--- src/rtl/seg7_digit_driver_if.sv ---
`default_nettype none
// ============================================================================
// Module      : seg7_digit_driver_if
// Description : Valid/ready digit transfer bundle between an upstream BCD
//               counter stage (master) and the 7-segment driver (slave).
//   bcd_in    : 4-bit digit code, master -> slave
//   bcd_valid : bcd_in carries a digit, master -> slave
//   bcd_ready : slave accepts a digit this cycle, slave -> master
// Revision    : 1.0 - initial release
// ============================================================================
interface seg7_digit_driver_if;
  logic [3:0] bcd_in;
  logic       bcd_valid;
  logic       bcd_ready;

  modport master (output bcd_in, output bcd_valid, input  bcd_ready);
  modport slave  (input  bcd_in, input  bcd_valid, output bcd_ready);
endinterface
`default_nettype wire

--- src/rtl/seg7_digit_driver.sv ---
`default_nettype none
// ============================================================================
// Module      : seg7_digit_driver
// Description : Accepts BCD digits over a valid/ready handshake, holds each
//               for HOLD_CYCLES cycles, and drives one active-low 7-segment
//               display with optional blinking and zero blanking.
//   CLOCK_50   : clock, all state on rising edge
//   RESET      : asynchronous active-high reset
//   bus        : slave side of the digit handshake (bcd_in/valid/ready)
//   blink_en   : level, 1 = flash the displayed digit
//   blank_zero : level, 1 = show digit 0 as all segments off
//   HEX0       : registered active-low segments, HEX0[0]=a ... HEX0[6]=g
//   err        : registered, 1 while the held code is 10..15
// Revision    : 1.0 - initial release
// ============================================================================
module seg7_digit_driver #(
  parameter int HOLD_CYCLES = 50_000_000,
  parameter int BLINK_BITS  = 24
) (
  input  wire                        CLOCK_50,
  input  wire                        RESET,
  seg7_digit_driver_if.slave         bus,
  input  wire                        blink_en,
  input  wire                        blank_zero,
  output logic [0:6]                 HEX0,
  output logic                       err
);

  typedef enum logic [1:0] {
    ST_EMPTY = 2'd0,
    ST_HOLD  = 2'd1,
    ST_SHOW  = 2'd2
  } state_t;

  localparam int                    HOLD_W    = 26;
  localparam logic [HOLD_W-1:0]     HOLD_LAST = HOLD_W'(HOLD_CYCLES - 1);
  localparam logic [HOLD_W-1:0]     HOLD_ONE  = HOLD_W'(1);
  localparam logic [BLINK_BITS-1:0] BLINK_ONE = BLINK_BITS'(1);
  localparam logic [0:6]            SEG_OFF   = 7'b1111111;

  state_t                state_q, state_d;
  logic [3:0]            digit_q, digit_d;
  logic [HOLD_W-1:0]     hold_q, hold_d;
  logic [BLINK_BITS-1:0] blink_q, blink_d;
  logic [0:6]            hex_q, hex_d;
  logic                  err_q, err_d;
  logic                  xfer;

  function automatic logic [0:6] decode(input logic [3:0] d);
    logic [0:6] seg;
    case (d)
      4'd0:    seg = 7'b0000001;
      4'd1:    seg = 7'b1001111;
      4'd2:    seg = 7'b0010010;
      4'd3:    seg = 7'b0000110;
      4'd4:    seg = 7'b1001100;
      4'd5:    seg = 7'b0100100;
      4'd6:    seg = 7'b0100000;
      4'd7:    seg = 7'b0001111;
      4'd8:    seg = 7'b0000000;
      4'd9:    seg = 7'b0000100;
      default: seg = 7'b1111110;  // dash for non-BCD codes
    endcase
    return seg;
  endfunction

  // Ready is a pure function of state; while RESET is high state is EMPTY so
  // ready reads 1, but the asynchronous reset keeps any edge from capturing.
  assign bus.bcd_ready = (state_q != ST_HOLD);
  assign xfer          = bus.bcd_valid && bus.bcd_ready;

  always_comb begin
    state_d = state_q;
    digit_d = digit_q;
    hold_d  = hold_q;
    blink_d = blink_q + BLINK_ONE;  // free-running, wraps naturally

    case (state_q)
      ST_EMPTY: if (xfer) state_d = ST_HOLD;
      ST_HOLD: begin
        hold_d = hold_q + HOLD_ONE;
        if (hold_q == HOLD_LAST) state_d = ST_SHOW;
      end
      ST_SHOW:  if (xfer) state_d = ST_HOLD;
      default:  state_d = ST_EMPTY;
    endcase

    // Restarting the blink phase on each transfer guarantees the new digit
    // is visible for the first half-period even when blinking.
    if (xfer) begin
      digit_d = bus.bcd_in;
      hold_d  = '0;
      blink_d = '0;
    end

    err_d = (digit_d > 4'd9);

    // Display is computed from next-state values so a captured digit shows
    // right after its transfer edge.
    if (state_d == ST_EMPTY)
      hex_d = SEG_OFF;
    else if (blink_en && blink_d[BLINK_BITS-1])
      hex_d = SEG_OFF;
    else if (blank_zero && (digit_d == 4'd0))
      hex_d = SEG_OFF;
    else
      hex_d = decode(digit_d);
  end

  always_ff @(posedge CLOCK_50 or posedge RESET) begin
    if (RESET) begin
      state_q <= ST_EMPTY;
      digit_q <= '0;
      hold_q  <= '0;
      blink_q <= '0;
      hex_q   <= SEG_OFF;
      err_q   <= 1'b0;
    end else begin
      state_q <= state_d;
      digit_q <= digit_d;
      hold_q  <= hold_d;
      blink_q <= blink_d;
      hex_q   <= hex_d;
      err_q   <= err_d;
    end
  end

  assign HEX0 = hex_q;
  assign err  = err_q;

endmodule
`default_nettype wire

--- src/flat_wrapper.sv ---
// flat-port wrapper written by rule: the top's interface ports become plain ports
module seg7_digit_driver_flat 
#(
  parameter int HOLD_CYCLES = 50_000_000,
  parameter int BLINK_BITS  = 24
)
  (CLOCK_50, RESET, blink_en, blank_zero, HEX0, err, bus_bcd_in, bus_bcd_valid, bus_bcd_ready);
  seg7_digit_driver_if bus_i ();
  input  wire CLOCK_50;
  input  wire RESET;
  input  wire blink_en;
  input  wire blank_zero;
  output logic [0:6] HEX0;
  output logic err;
  input wire logic [$bits(bus_i.bcd_in)-1:0] bus_bcd_in;
  input wire logic [$bits(bus_i.bcd_valid)-1:0] bus_bcd_valid;
  output wire logic [$bits(bus_i.bcd_ready)-1:0] bus_bcd_ready;
  assign bus_i.bcd_in = bus_bcd_in;
  assign bus_i.bcd_valid = bus_bcd_valid;
  assign bus_bcd_ready = bus_i.bcd_ready;
  seg7_digit_driver #(.HOLD_CYCLES(HOLD_CYCLES), .BLINK_BITS(BLINK_BITS)) u_core (.CLOCK_50(CLOCK_50), .RESET(RESET), .bus(bus_i), .blink_en(blink_en), .blank_zero(blank_zero), .HEX0(HEX0), .err(err));
endmodule
--- config.mk ---
export PLATFORM = sky130hd
export DESIGN_NAME = seg7_digit_driver_flat
export DESIGN_NICKNAME = d
export VERILOG_FILES = /design/src/rtl/seg7_digit_driver_if.sv /design/src/rtl/seg7_digit_driver.sv /design/src/flat_wrapper.sv
export SDC_FILE = /design/constraint.sdc
export NUM_CORES = 1
export LEC_CHECK = 0
export CORE_ASPECT_RATIO = 1.2
export CORE_MARGIN = 3
export CORE_UTILIZATION = 60
export DETAILED_ROUTE_END_ITERATION = 8
export DONT_BUFFER_PORTS = 1
export HOLD_SLACK_MARGIN = 0.12
export PLACE_DENSITY = 0.86
export SLEW_MARGIN = 20
export SYNTH_ARGS = -nofsm -noshare
export SYNTH_HDL_FRONTEND = slang
export SYNTH_SLANG_ARGS = --single-unit
--- constraint.sdc ---
create_clock -name CLOCK_50 -period 3.1 [get_ports CLOCK_50]
set_clock_uncertainty 0.2 [all_clocks]
set_input_delay 0.93 -clock CLOCK_50 [delete_from_list [all_inputs] [get_ports CLOCK_50]]
set_output_delay 0.93 -clock CLOCK_50 [all_outputs]
set_load 0.05 [all_outputs]
## Word-level counts from Yosys, hierarchy flattened

Memory sizes are Yosys's and may differ from the RTL's.
Index checks and enable logic that the tools add are counted.

| word-level totals | value |
|---|---|
| flip-flop bits (word level) | 64 |
| bits in latches | 0 |
| memory bits (writable) | 0 |
| memory bits (read-only) | 112 |
| input bits | 9 |
| output and inout bits | 9 |
| word-level logic and storage cells | 32 |
| memories | 1 |

Memories:

| name | depth | width | rd ports | clocked after Yosys merged registers in | write ports | RTL line | source |
|---|---|---|---|---|---|---|---|
| (no name shown) | 16 | 7 | 1 | 0 | 0 | seg7_digit_driver.sv:51 | `case (d)` |

| cells by class | value |
|---|---|
| $add $sub $neg | 2 |
| multipliers | 0 |
| divide/modulo/power cells | 0 |
| order comparisons | 1 |
| equal/unequal tests | 4 |
| shift-type cells | 0 |
| multiplexer cells | 10 |
| bitwise gates (word level) | 0 |
| reductions and logical operators | 8 |

Operator list:

| operator | number |
|---|---|
| two-way mux 26 bit | 2 |
| adder 26 x 1 -> 26 bit, second input constant | 1 |
| equality test 26 bit, second input constant | 1 |
| adder 24 x 1 -> 24 bit, second input constant | 1 |
| two-way mux 24 bit | 1 |
| two-way mux 7 bit | 3 |
| greater-than comparator 4 bit, second input constant | 1 |
| logical NOT 2 bit | 2 |
| logical NOT 4 bit | 1 |
| two-way mux 2 bit | 2 |
| two-way mux 4 bit | 1 |
| case mux 2 bit (2 select lines) | 1 |
| logical AND 1 bit | 3 |
| equality test 2 x 1 -> 1 bit, second input constant | 1 |
| equality test 2 bit, second input constant | 1 |
| inequality test 2 x 1 -> 1 bit, second input constant | 1 |
| nonzero test 2 bit | 1 |
| OR reduction 2 bit | 1 |

## Logic depth before layout (Yosys ltp)

Gate-level depths: netlist of the first run.

| depth | value |
|---|---|
| depth in word-level cells | 8 |
| mapped depth | 10 |
| gate-level depth less buffers | 9 |

## Least setup slack after synthesis of the first run

Ideal clock, no wire load.

| path | value |
|---|---|
| kind | input to register |
| from | input bus_bcd_valid |
| to | register u_core.hex_q (netlist bit u_core.HEX0[4]) |
| setup time | 0.101 ns |
| arrival time | 2.450 ns |
| required time | 2.799 ns |
| slack | 0.349 ns |
| cell stages on the path | 10 |
| path buffers | 1 |
| path through | clkbuf_1 -> inv_1 -> nor2_1 -> nand2_1 -> and2_1 -> ha_1 -> nand2_1 -> o211ai_1 -> o211ai_1 -> o2111ai_1 |

| on the way | value |
|---|---|
| cells in the longest elaborated chain, start to end | 7 |
| elaborated cells on any way between the ends | 13 |
| those cells by class | mux (7); reduce/logical (5); memory (1) |

RTL lines:

| element | RTL line | source |
|---|---|---|
| start, declared | flat_wrapper.sv:16 | `input wire logic [$bits(bus_i.bcd_valid)-1:0] bus_bcd_valid;` |
| logical AND 1 bit (*) | seg7_digit_driver.sv:70 | `assign xfer = bus.bcd_valid && bus.bcd_ready;` |
| branches (longest 5 deep; another with memory (16 x 7 bit)) | - |  |
| two-way mux 7 bit (*) | seg7_digit_driver.sv:100 | `if (state_d == ST_EMPTY)` |
| via u_core.hex_d (one bit) | seg7_digit_driver.sv:45 | `logic [0:6] hex_q, hex_d;` |
| end signal, assigned | seg7_digit_driver.sv:116 | `hex_q <= SEG_OFF;` |
| end signal, assigned | seg7_digit_driver.sv:123 | `hex_q <= hex_d;` |
| end, declared | seg7_digit_driver.sv:45 |  |

Mark *: on every way through the listed nets, which the timed path passes.
A chain may end at the register's enable or synchronous reset.

## Worst setup path after layout of the first run

| path | value |
|---|---|
| from | register u_core.state_q[0] |
| to | register u_core.hex_q (netlist bit u_core.HEX0[0]) |

| on the way | value |
|---|---|
| cells in the longest elaborated chain, start to end | 8 |
| elaborated cells on any way between the ends | 19 |
| those cells by class | eq/ne (3); mux (8); reduce/logical (7); memory (1) |

RTL lines:

| element | RTL line | source |
|---|---|---|
| start, declared | seg7_digit_driver.sv:41 | `state_t state_q, state_d;` |
| start signal, assigned | seg7_digit_driver.sv:119 | `state_q <= state_d;` |
| inequality test 2 x 1 -> 1 bit (*) | seg7_digit_driver.sv:69 | `assign bus.bcd_ready = (state_q != ST_HOLD);` |
| via bus_bcd_ready | flat_wrapper.sv:17 | `output wire logic [$bits(bus_i.bcd_ready)-1:0] bus_bcd_ready;` |
| logical AND 1 bit (*) | seg7_digit_driver.sv:70 |  |
| two-way mux 4 bit (*) | seg7_digit_driver.sv:90 | `if (xfer) begin` |
| via u_core.digit_d[1] | seg7_digit_driver.sv:42 | `logic [3:0] digit_q, digit_d;` |
| branches (longest 2 deep; another with memory (16 x 7 bit)) | - |  |
| two-way mux 7 bit (*) | seg7_digit_driver.sv:104 | `else if (blank_zero && (digit_d == 4'd0))` |
| two-way mux 7 bit (*) | seg7_digit_driver.sv:102 | `else if (blink_en && blink_d[BLINK_BITS-1])` |
| two-way mux 7 bit (*) | seg7_digit_driver.sv:100 |  |
| via u_core.hex_d (one bit) | seg7_digit_driver.sv:45 |  |

Marked as above.

==> results of run 1 <==
placed cells by master, fill, tap and decap left out, types with 2 or more instances in the layout:
cell type and n:
a21oi_1 5, and2_1 5, and3_1 11, and4_1 4, buf_4 4, bufinv_16 3, clkbuf_8 11, dfrtp_1 57
dfstp_2 7, ha_1 7, inv_1 13, inv_2 2, mux2i_1 16, nand2_1 34, nand3_1 32, nand4_1 13
nor2_1 32, nor3_1 6, nor4b_1 3, o211ai_1 9, o21ai_0 12, o22ai_1 2, o31ai_1 3, or2_2 3
xnor2_1 7, xor2_1 15
routing by layer:
layer | up-vias | part of all wire, %
met1 | 1192 | 43
met4 | 0 | 2.7
met3 | 19 | 3.5
met5 | - | 0
met2 | 49 | 51
li1 | 1153 | -
critical path, stage by stage, from the launching register on:
cell and delay, ns:
dfrtp_1 0.46, nor2b_4 0.31, inv_2 0.23, nand2_2 0.14, mux2i_1 0.35, inv_1 0.20, o32ai_2 0.45, o211ai_1 0.19
sequential cells by signal (all words and copies together) (netlist names):
| register | cells |
|---|---|
| u_core.state_q | 2 |
| u_core.digit_q | 4 |
| u_core.HEX0 | 7 |
| u_core.blink_q | 24 |
| u_core.err | 1 |
| u_core.hold_q | 26 |
cell type report:
class                   instances  area [um2]  area share (%)
flip-flops and latches         64        1610           45.48
repair buffers                  5       50.05           1.413
inverters                      15       56.30           1.590
multi-input cells             235        1495           42.23
clock buffers                  11       151.4           4.276
clock inverters                 5       102.6           2.898
well taps                      60       75.07           2.120
worst max-delay path by stage:
stage                           start              to  slack, ns  cells past startpoint
floorplan               bus_bcd_valid  u_core.HEX0[4]       0.35                     10
global placement    u_core.state_q[0]  u_core.HEX0[5]       0.64                      7
detailed placement      bus_bcd_valid      u_core.err       0.47                      7
CTS                 u_core.state_q[0]  u_core.HEX0[0]       0.49                      7
global route        u_core.state_q[0]  u_core.HEX0[0]       0.24                      7
finish              u_core.state_q[0]  u_core.HEX0[0]       0.45                      7
metrics by stage:
stage          instance area (um2)  hold slack, ns  setup slack [ns]  utilization [%]
2_1_floorplan                 3196          0.2369            0.3488                -
3_3_place_gp                  3287          0.2557            0.6394            65.15
3_5_place_dp                  3287          0.2596            0.4681            65.15
4_1_cts                       3541          0.2828            0.4922            70.19
5_1_grt                       3541          0.3085            0.2429            70.19
6_report                      3541          0.2783            0.4545            70.19
cells by family (layout without fill, tap and decap cells):
logic type	after synthesis	count (layout)	share of synthesized area [%]
AO/OA/AOI/OAI	35	35	7.126
XOR/XNOR	22	22	6.030
adder cells (fa/ha/maj)	7	7	2.741
buffers and inverters	23	36	2.819
flip-flops	64	64	50.39
multiplexers	17	17	5.364
AND/OR/NAND/NOR	154	154	25.53
power by group:
| group | total [mW] | switching (mW) | internal, mW |
|---|---|---|---|
| logic | 0.480 | 0.296 | 0.184 |
| clock network | 0.897 | 0.320 | 0.577 |
| registers | 1.36 | 0.325 | 1.04 |
==> flow_summary.ini, run 1 <==
[status]
outcome = completed

[job]
max_cap_viol_count = 0

[floorplan]
rows = 28
die_x_um = 72.62
fp.dieH_um = 85.95
initial_utilization_pct = 63.34
core_mm2 = 0.005045
ioPinCount = 18
die-area_mm2 = 0.006241

[global_routing]
gr-usage-all-layers_pct = 23.17
antenna_found_initial = 0
gr-max-usage-layer = met2
grt_max_degree = 37
grt_pass1_wl_um = 11260
grt_use_met1_pct = 29.15
grt_use_met2_pct = 37.60
grt_use_met3_pct = 5.393
grt-ovfl-total = 0
grt_pass1_vias = 2443

[logic_synthesis]
netlist_instances = 322
yosys-top-cells-area = dfrtp_1 (45%), dfstp_2 (5.8%), mux2i_1 (5.0%), nand3_1 (5.0%), xor2_1 (4.1%)
ys_types = 41
syn_area_mm2 = 0.003196
yosys.area.top_type = dfrtp_1
syn_area_per_cell_um2 = 9.924
ys.flop_type = dfrtp_1
ys_ff_latch = 64
ys_top_cells_by_count = dfrtp_1 (57), nand2_1 (34), nand3_1 (32), nor2_1 (32), mux2i_1 (16)
synth.most_common_cell = dfrtp_1
syn_nets = 338
synth_warnings = 0
async_reset_ff_share_pct = 100.0
synth_top_area_share_pct = 44.64
yosysSeqAreaShare_pct = 50.39
synth_edf_count = 0

[sta]
relSlewSlack_pct = 58.79
slew_viol_final = 0
hold_viol = 0
final-setup-viol-count = 0
rsz0062_at_grt = no
fin_crit_ns = 2.645
fmax_mhz = 378.0
finalSetupTns_ns = 0
worstMarginPinSlew_ns = 0.6173
period_share_pct = 85.34

[route]
firstDrtPassIters = 5
drt-initial-drc-count = 104
wire_per_inst_um = 16.24
finalWirelength_um = 6416
route.vias.total = 2413
remaining_drc_errors = 0
drtAntennaViolNets = 0
via_per_inst = 6.109

[clock_network]
cts.sinks = 64
cts_made_buffers = 9
cts-root-buf = clkbuf_8
clkLatencyLatePin_ns = 0.34
clk_pin_slew_ns = 0.07
ctsResizeCount = 0
postCtsHoldBufs = 0
cts_max_level = 3
postCtsSetupRepairBufs = 0
clk_path_buf_depth = 2
cts_tree = built

[critical_path]
crit_arrival_ns = 2.68
critPathKind = flip-flop to flip-flop
worstPathMaxFanout = 11
rrSetupSlack_ns = 0.45
r2r-start = u_core.state_q[0]
end_kind = flip-flop
start_kind = flip-flop
r2r_cells = 7
cp.required_ns = 3.14
r2r-end = u_core.HEX0[0]

[pwr]
total_power_mw = 2.740
p_per_area_mw_per_mm2 = 773.8
power_leakage_nw = 1.669
peakVddDrop_v = 0.0006005

[layout]
final_net_count = 346
layout.cells.non_filler = 395
drive_gt1_share_pct = 12.84
antenna_cells = 0
area_growth_pct = 10.81
fillerInstances = 358

[place]
dp_hpwl_um = 4190
io_buffers = 0
place_congestion = 0.9566
dp.cells = 379

[min_path]
hold_start = u_core.hold_q[25]
hold_path_class = flip-flop to flip-flop
min_to = u_core.hold_q[25]
whs_path_depth = 1
Note: power is estimated with default switching activity, not from simulation.
==> run 2, diff against run 1 <==
Settings changed: CORE_ASPECT_RATIO 1.2 to not set.
Clock period 3.1 ns to 3.3 ns, I/O delays scaled along.
==> run 2 against run 1 <==
Effect of this change:
- sequential share of layout area increased by 1.3 points
- clock power decreased by 37%
- sequential power decreased by 6%
- combinational power decreased by 11%
- final area decreased by 2.7%
- wire length decreased by 4.0%
==> flow_summary.ini, run 2 (synthesis results as in run 1) <==
[sta]
rsz0062_at_grt = no
hold_viol = 0
slew_viol_final = 0
fmax_mhz = 393.4
fin_crit_ns = 2.542
worstMarginPinSlew_ns = 0.8522
period_share_pct = 77.03
final-setup-viol-count = 0
finalSetupTns_ns = 0
relSlewSlack_pct = 42.75

[clock_network]
cts.sinks = 64
cts_made_buffers = 9
postCtsSetupRepairBufs = 0
cts-root-buf = clkbuf_8
cts_max_level = 3
clk_path_buf_depth = 2
postCtsHoldBufs = 0
ctsResizeCount = 0
clk_pin_slew_ns = 0.06
cts_tree = built
clkLatencyLatePin_ns = 0.34

[status]
outcome = completed

[floorplan]
fp.dieH_um = 78.98
die-area_mm2 = 0.006238
core_mm2 = 0.004942
initial_utilization_pct = 64.66
rows = 25
die_x_um = 78.98
ioPinCount = 18

[pwr]
p_per_area_mw_per_mm2 = 660.7
p_int_mw = 1.438
switchingPower_mw = 0.8387
p_seq_share_pct = 56.3
peakVddDrop_v = 0.0004530
pwr-share-comb_pct = 18.7
switching_share_pct = 36.84
power_leakage_nw = 1.623
pwr-share-clk_pct = 25.0

[critical_path]
critPathMaxStageDelay_ns = 0.44
cp.required_ns = 3.33
path_cells = nor2b_4 > inv_2 > nand2_2 > mux2i_1 > inv_1 > o32ai_2 > o211ai_1
cp_slowest_cell = dfrtp_1
crit_arrival_ns = 2.57
critPathKind = flip-flop to flip-flop
worstPathMaxFanout = 11
start_kind = flip-flop
r2r_cells = 7
end_kind = flip-flop

[global_routing]
gr-usage-all-layers_pct = 22.40
antenna_found_initial = 0
grt-ovfl-total = 0
grt_pass1_vias = 2384
grt_pass1_wl_um = 10870
grt_max_degree = 28

[route]
route.vias.total = 2368
via_per_inst = 5.891
wire_per_inst_um = 15.32
finalWirelength_um = 6160
remaining_drc_errors = 0
drt-initial-drc-count = 135
drtAntennaViolNets = 0
firstDrtPassIters = 4

[place]
dp_hpwl_um = 4234
place_congestion = 0.8698
io_buffers = 0

[layout]
seq_area_mm2 = 0.001610
fillerInstances = 368
mostFrequentLayoutCells = dfrtp_1 (57), nand2_1 (34), nor2_1 (32), nand3_1 (32), mux2i_1 (16)
area_growth_pct = 7.831
largest_reg_flops = 26
drive_gt1_share_pct = 11.64
final_common_cell = dfrtp_1
antenna_cells = 0
final_net_count = 346
post-route-util_pct = 69.72
multi_input_area_mm2 = 0.001495
largest-register = u_core.hold_q

[job]
max_cap_viol_count = 0

[min_path]
whs_path_depth = 1
hold_path_class = flip-flop to flip-flop
[run 2: cell types whose count changed in the layout (fill, tap and decap cells not counted)]
cell / before / now
buf_12: 1 / 0
buf_4: 4 / 5
bufinv_16: 3 / 0
clkbuf_1: 0 / 4
clkbuf_8: 11 / 10
clkinv_2: 1 / 2
clkinvlp_4: 1 / 0
[run 2: area by class of cell]
cell class,instances,share of cell area [%]
Multi-Input combinational cell,235,43.39
Timing Repair Buffer,5,1.089
Tap cell,67,2.433
Sequential cell,64,46.73
Inverter,15,1.634
Clock buffer,14,4.430
Clock inverter,2,0.2905
[run 2: power by group through the flow]
stage | Combinational [mW] | Sequential (mW) | Clock [mW]
finish | 0.426 | 1.28 | 0.569
global route | 0.491 | 1.30 | 0.628
CTS | 0.428 | 1.28 | 0.583
detailed placement | 0.423 | 1.29 | 0
global placement | 0.406 | 1.28 | 0
floorplan | 0.351 | 1.25 | 0
[run 2: through the flow]
step | hold slack [ns] | instance area [um2] | setup WS (ns) | std cells | power (mW)
4_1_cts | 0.2756 | 3446 | 0.7655 | 402 | 2.290
5_1_grt | 0.2993 | 3446 | 0.4774 | 402 | 2.415
6_report | 0.2709 | 3446 | 0.7581 | 402 | 2.277
3_5_place_dp | 0.2635 | 3283 | 0.7052 | 386 | 1.712
2_1_floorplan | 0.2369 | 3196 | 0.4888 | 322 | 1.602
3_3_place_gp | 0.2563 | 3283 | 0.7688 | 386 | 1.689
[run 2: critical path: cells and delay by family, from the launching register on]
kind            cells  cell delay (ns)
buf+inv             2             0.40
compound gates      2             0.61
flops               1             0.44
simple gates        2             0.46
mux                 1             0.32
[run 2: worst paths after layout]
path | endpoint | slack, ns | startpoint
max in group asynchronous | u_core.hold_q[16] | 1.92 | RESET
worst min register to register | u_core.hold_q[25] | 0.27 | u_core.hold_q[25]
worst max register to register | u_core.HEX0[5] | 0.76 | u_core.state_q[0]
worst min-delay path | u_core.hold_q[25] | 0.27 | u_core.hold_q[25]
worst max-delay path | u_core.HEX0[5] | 0.76 | u_core.state_q[0]
min in group asynchronous | u_core.blink_q[7] | 0.31 | RESET
[run 2: routing by layer]
| metal | up-vias | global-route usage, % | wire length (um) |
|---|---|---|---|
| met2 | 42 | 37.29 | 3094 |
| li1 | 1150 | - | - |
| met5 | - | 0 | 0 |
| met3 | 8 | 7.483 | 237 |
| met1 | 1168 | 27.73 | 2750 |
| met4 | 0 | 6.701 | 78 |
==> run 3, diff against run 2 <==
Clock period 3.3 ns to 2.5 ns, I/O delays scaled along.
==> run 3 against run 2 <==
Effect of this change:
- combinational power rose by 36%
- clock-buffer cell count fell by 1
- sequential power rose by 32%
- via count rose by 2.2%
- hold slack got worse by 0.15 ns
- wire length rose by 3.9%
- critical path type is now flip-flop to primary output
==> flow_summary.ini, run 3 (synthesis results as in run 1) <==
[clock_network]
cts_made_buffers = 9
cts-root-buf = clkbuf_8
cts_max_level = 3
clk_pin_slew_ns = 0.07
cts_tree = built
postCtsSetupRepairBufs = 0
cts.sinks = 64
clk_path_buf_depth = 2
clkLatencyLatePin_ns = 0.34

[route]
wire_per_inst_um = 15.76
via_per_inst = 5.961
firstDrtPassIters = 4
remaining_drc_errors = 0
drtAntennaViolNets = 0
finalWirelength_um = 6400
route.vias.total = 2420
drt-initial-drc-count = 112

[critical_path]
r2r_cells = 8
r2r-start = u_core.state_q[0]
crit_arrival_ns = 1.34
start_kind = flip-flop
startpoint = u_core.state_q[0]
r2r-end = u_core.err
end_kind = primary output
rrSetupSlack_ns = 0.22
critPathKind = flip-flop to primary output
worstPathMaxFanout = 7
cp.required_ns = 1.55
crit_path_end = bus_bcd_ready

[min_path]
hold_path_class = input port to asynchronous set/reset pin

[global_routing]
gr-usage-all-layers_pct = 22.99
antenna_found_initial = 0
grt_pass1_wl_um = 11150
grt-ovfl-total = 0
grt_max_degree = 30
grt_pass1_vias = 2441

[pwr]
switchingPower_mw = 1.126
peakVddDrop_v = 0.0006292
p_seq_share_pct = 55.6
total_power_mw = 3.033
switching_share_pct = 37.12
pwr-share-comb_pct = 19.2
p_per_area_mw_per_mm2 = 866.1
pwr-share-clk_pct = 25.2
power_leakage_nw = 1.638
p_int_mw = 1.907

[layout]
final_common_cell = dfrtp_1
mostFrequentLayoutCells = dfrtp_1 (57), nand2_1 (34), nand3_1 (32)
largest-register = u_core.hold_q
area_growth_pct = 9.593
multi_input_area_mm2 = 0.001501
post-route-util_pct = 70.86
fillerInstances = 371
final_net_count = 350
seq_area_mm2 = 0.001610
drive_gt1_share_pct = 13.57
largest_reg_flops = 26
antenna_cells = 0

[sta]
worstMarginPinSlew_ns = 0.5300
final-setup-viol-count = 0
slew_viol_final = 0
hold_viol = 0
fmax_mhz = 436.7
finalSetupTns_ns = 0
period_share_pct = 91.60
relSlewSlack_pct = 64.59
layout_setup_ws_ns = 0.2101
hold_ws_ns = 0.1215
rsz0062_at_grt = no
fin_crit_ns = 2.290

[floorplan]
initial_utilization_pct = 64.66
ioPinCount = 18
core_mm2 = 0.004942
die_x_um = 78.98
rows = 25
die-area_mm2 = 0.006238
fp.dieH_um = 78.98

[place]
preCtsSetupSlack_ns = 0.1101
place_congestion = 0.8786
dp_hpwl_um = 4403
io_buffers = 0

[job]
max_cap_viol_count = 0

[status]
outcome = completed
run 3: worst min-delay path by stage:
stage / start / endpoint / depth (start not counted)
floorplan: u_core.hold_q[25] / u_core.hold_q[25] / 1
CTS: RESET / u_core.blink_q[18] / 1
detailed placement: u_core.hold_q[23] / u_core.hold_q[23] / 1
finish: RESET / u_core.blink_q[18] / 1
global route: RESET / u_core.blink_q[18] / 1
global placement: u_core.hold_q[25] / u_core.hold_q[25] / 1
run 3: cell type report:
class	instances	area share, %
Inverter	15	1.715
Multi-Input combinational cell	235	42.87
Sequential cell	64	45.98
Tap cell	67	2.394
Timing Repair Buffer	9	2.287
Clock inverter	3	0.5002
Clock buffer	13	4.252
run 3: power by group through the flow:
| stage | logic (mW) | registers (mW) | clock network (mW) |
|---|---|---|---|
| after CTS | 0.579 | 1.69 | 0.781 |
| final | 0.581 | 1.69 | 0.765 |
| after global routing | 0.659 | 1.71 | 0.830 |
| after global placement | 0.542 | 1.69 | 0 |
| after floorplan | 0.465 | 1.65 | 0 |
| after detailed placement | 0.570 | 1.70 | 0 |
run 3: worst max-delay path, cell delays in order (launching register included):
cell     delay (ns)
dfrtp_1        0.47
nor2b_4        0.17
inv_2          0.12
buf_4          0.24
run 3: metrics by stage:
stage,instances,cell area [um2]
after detailed placement,390,3332
after CTS,406,3498
after global placement,390,3332
final,406,3502
after global routing,406,3502
after floorplan,322,3202
run 3: metal layers:
metal  GRT usage, %  share of wire, %
met4          7.216               1.9
met1          28.42                42
met3          6.916               4.0
met2          38.72                52
met5              0                 0
run 3: repair_timing:
item,in CTS,in global routing
hold buffers,0,0
resized for setup,0,2
endpoints found under the setup margin,0,3
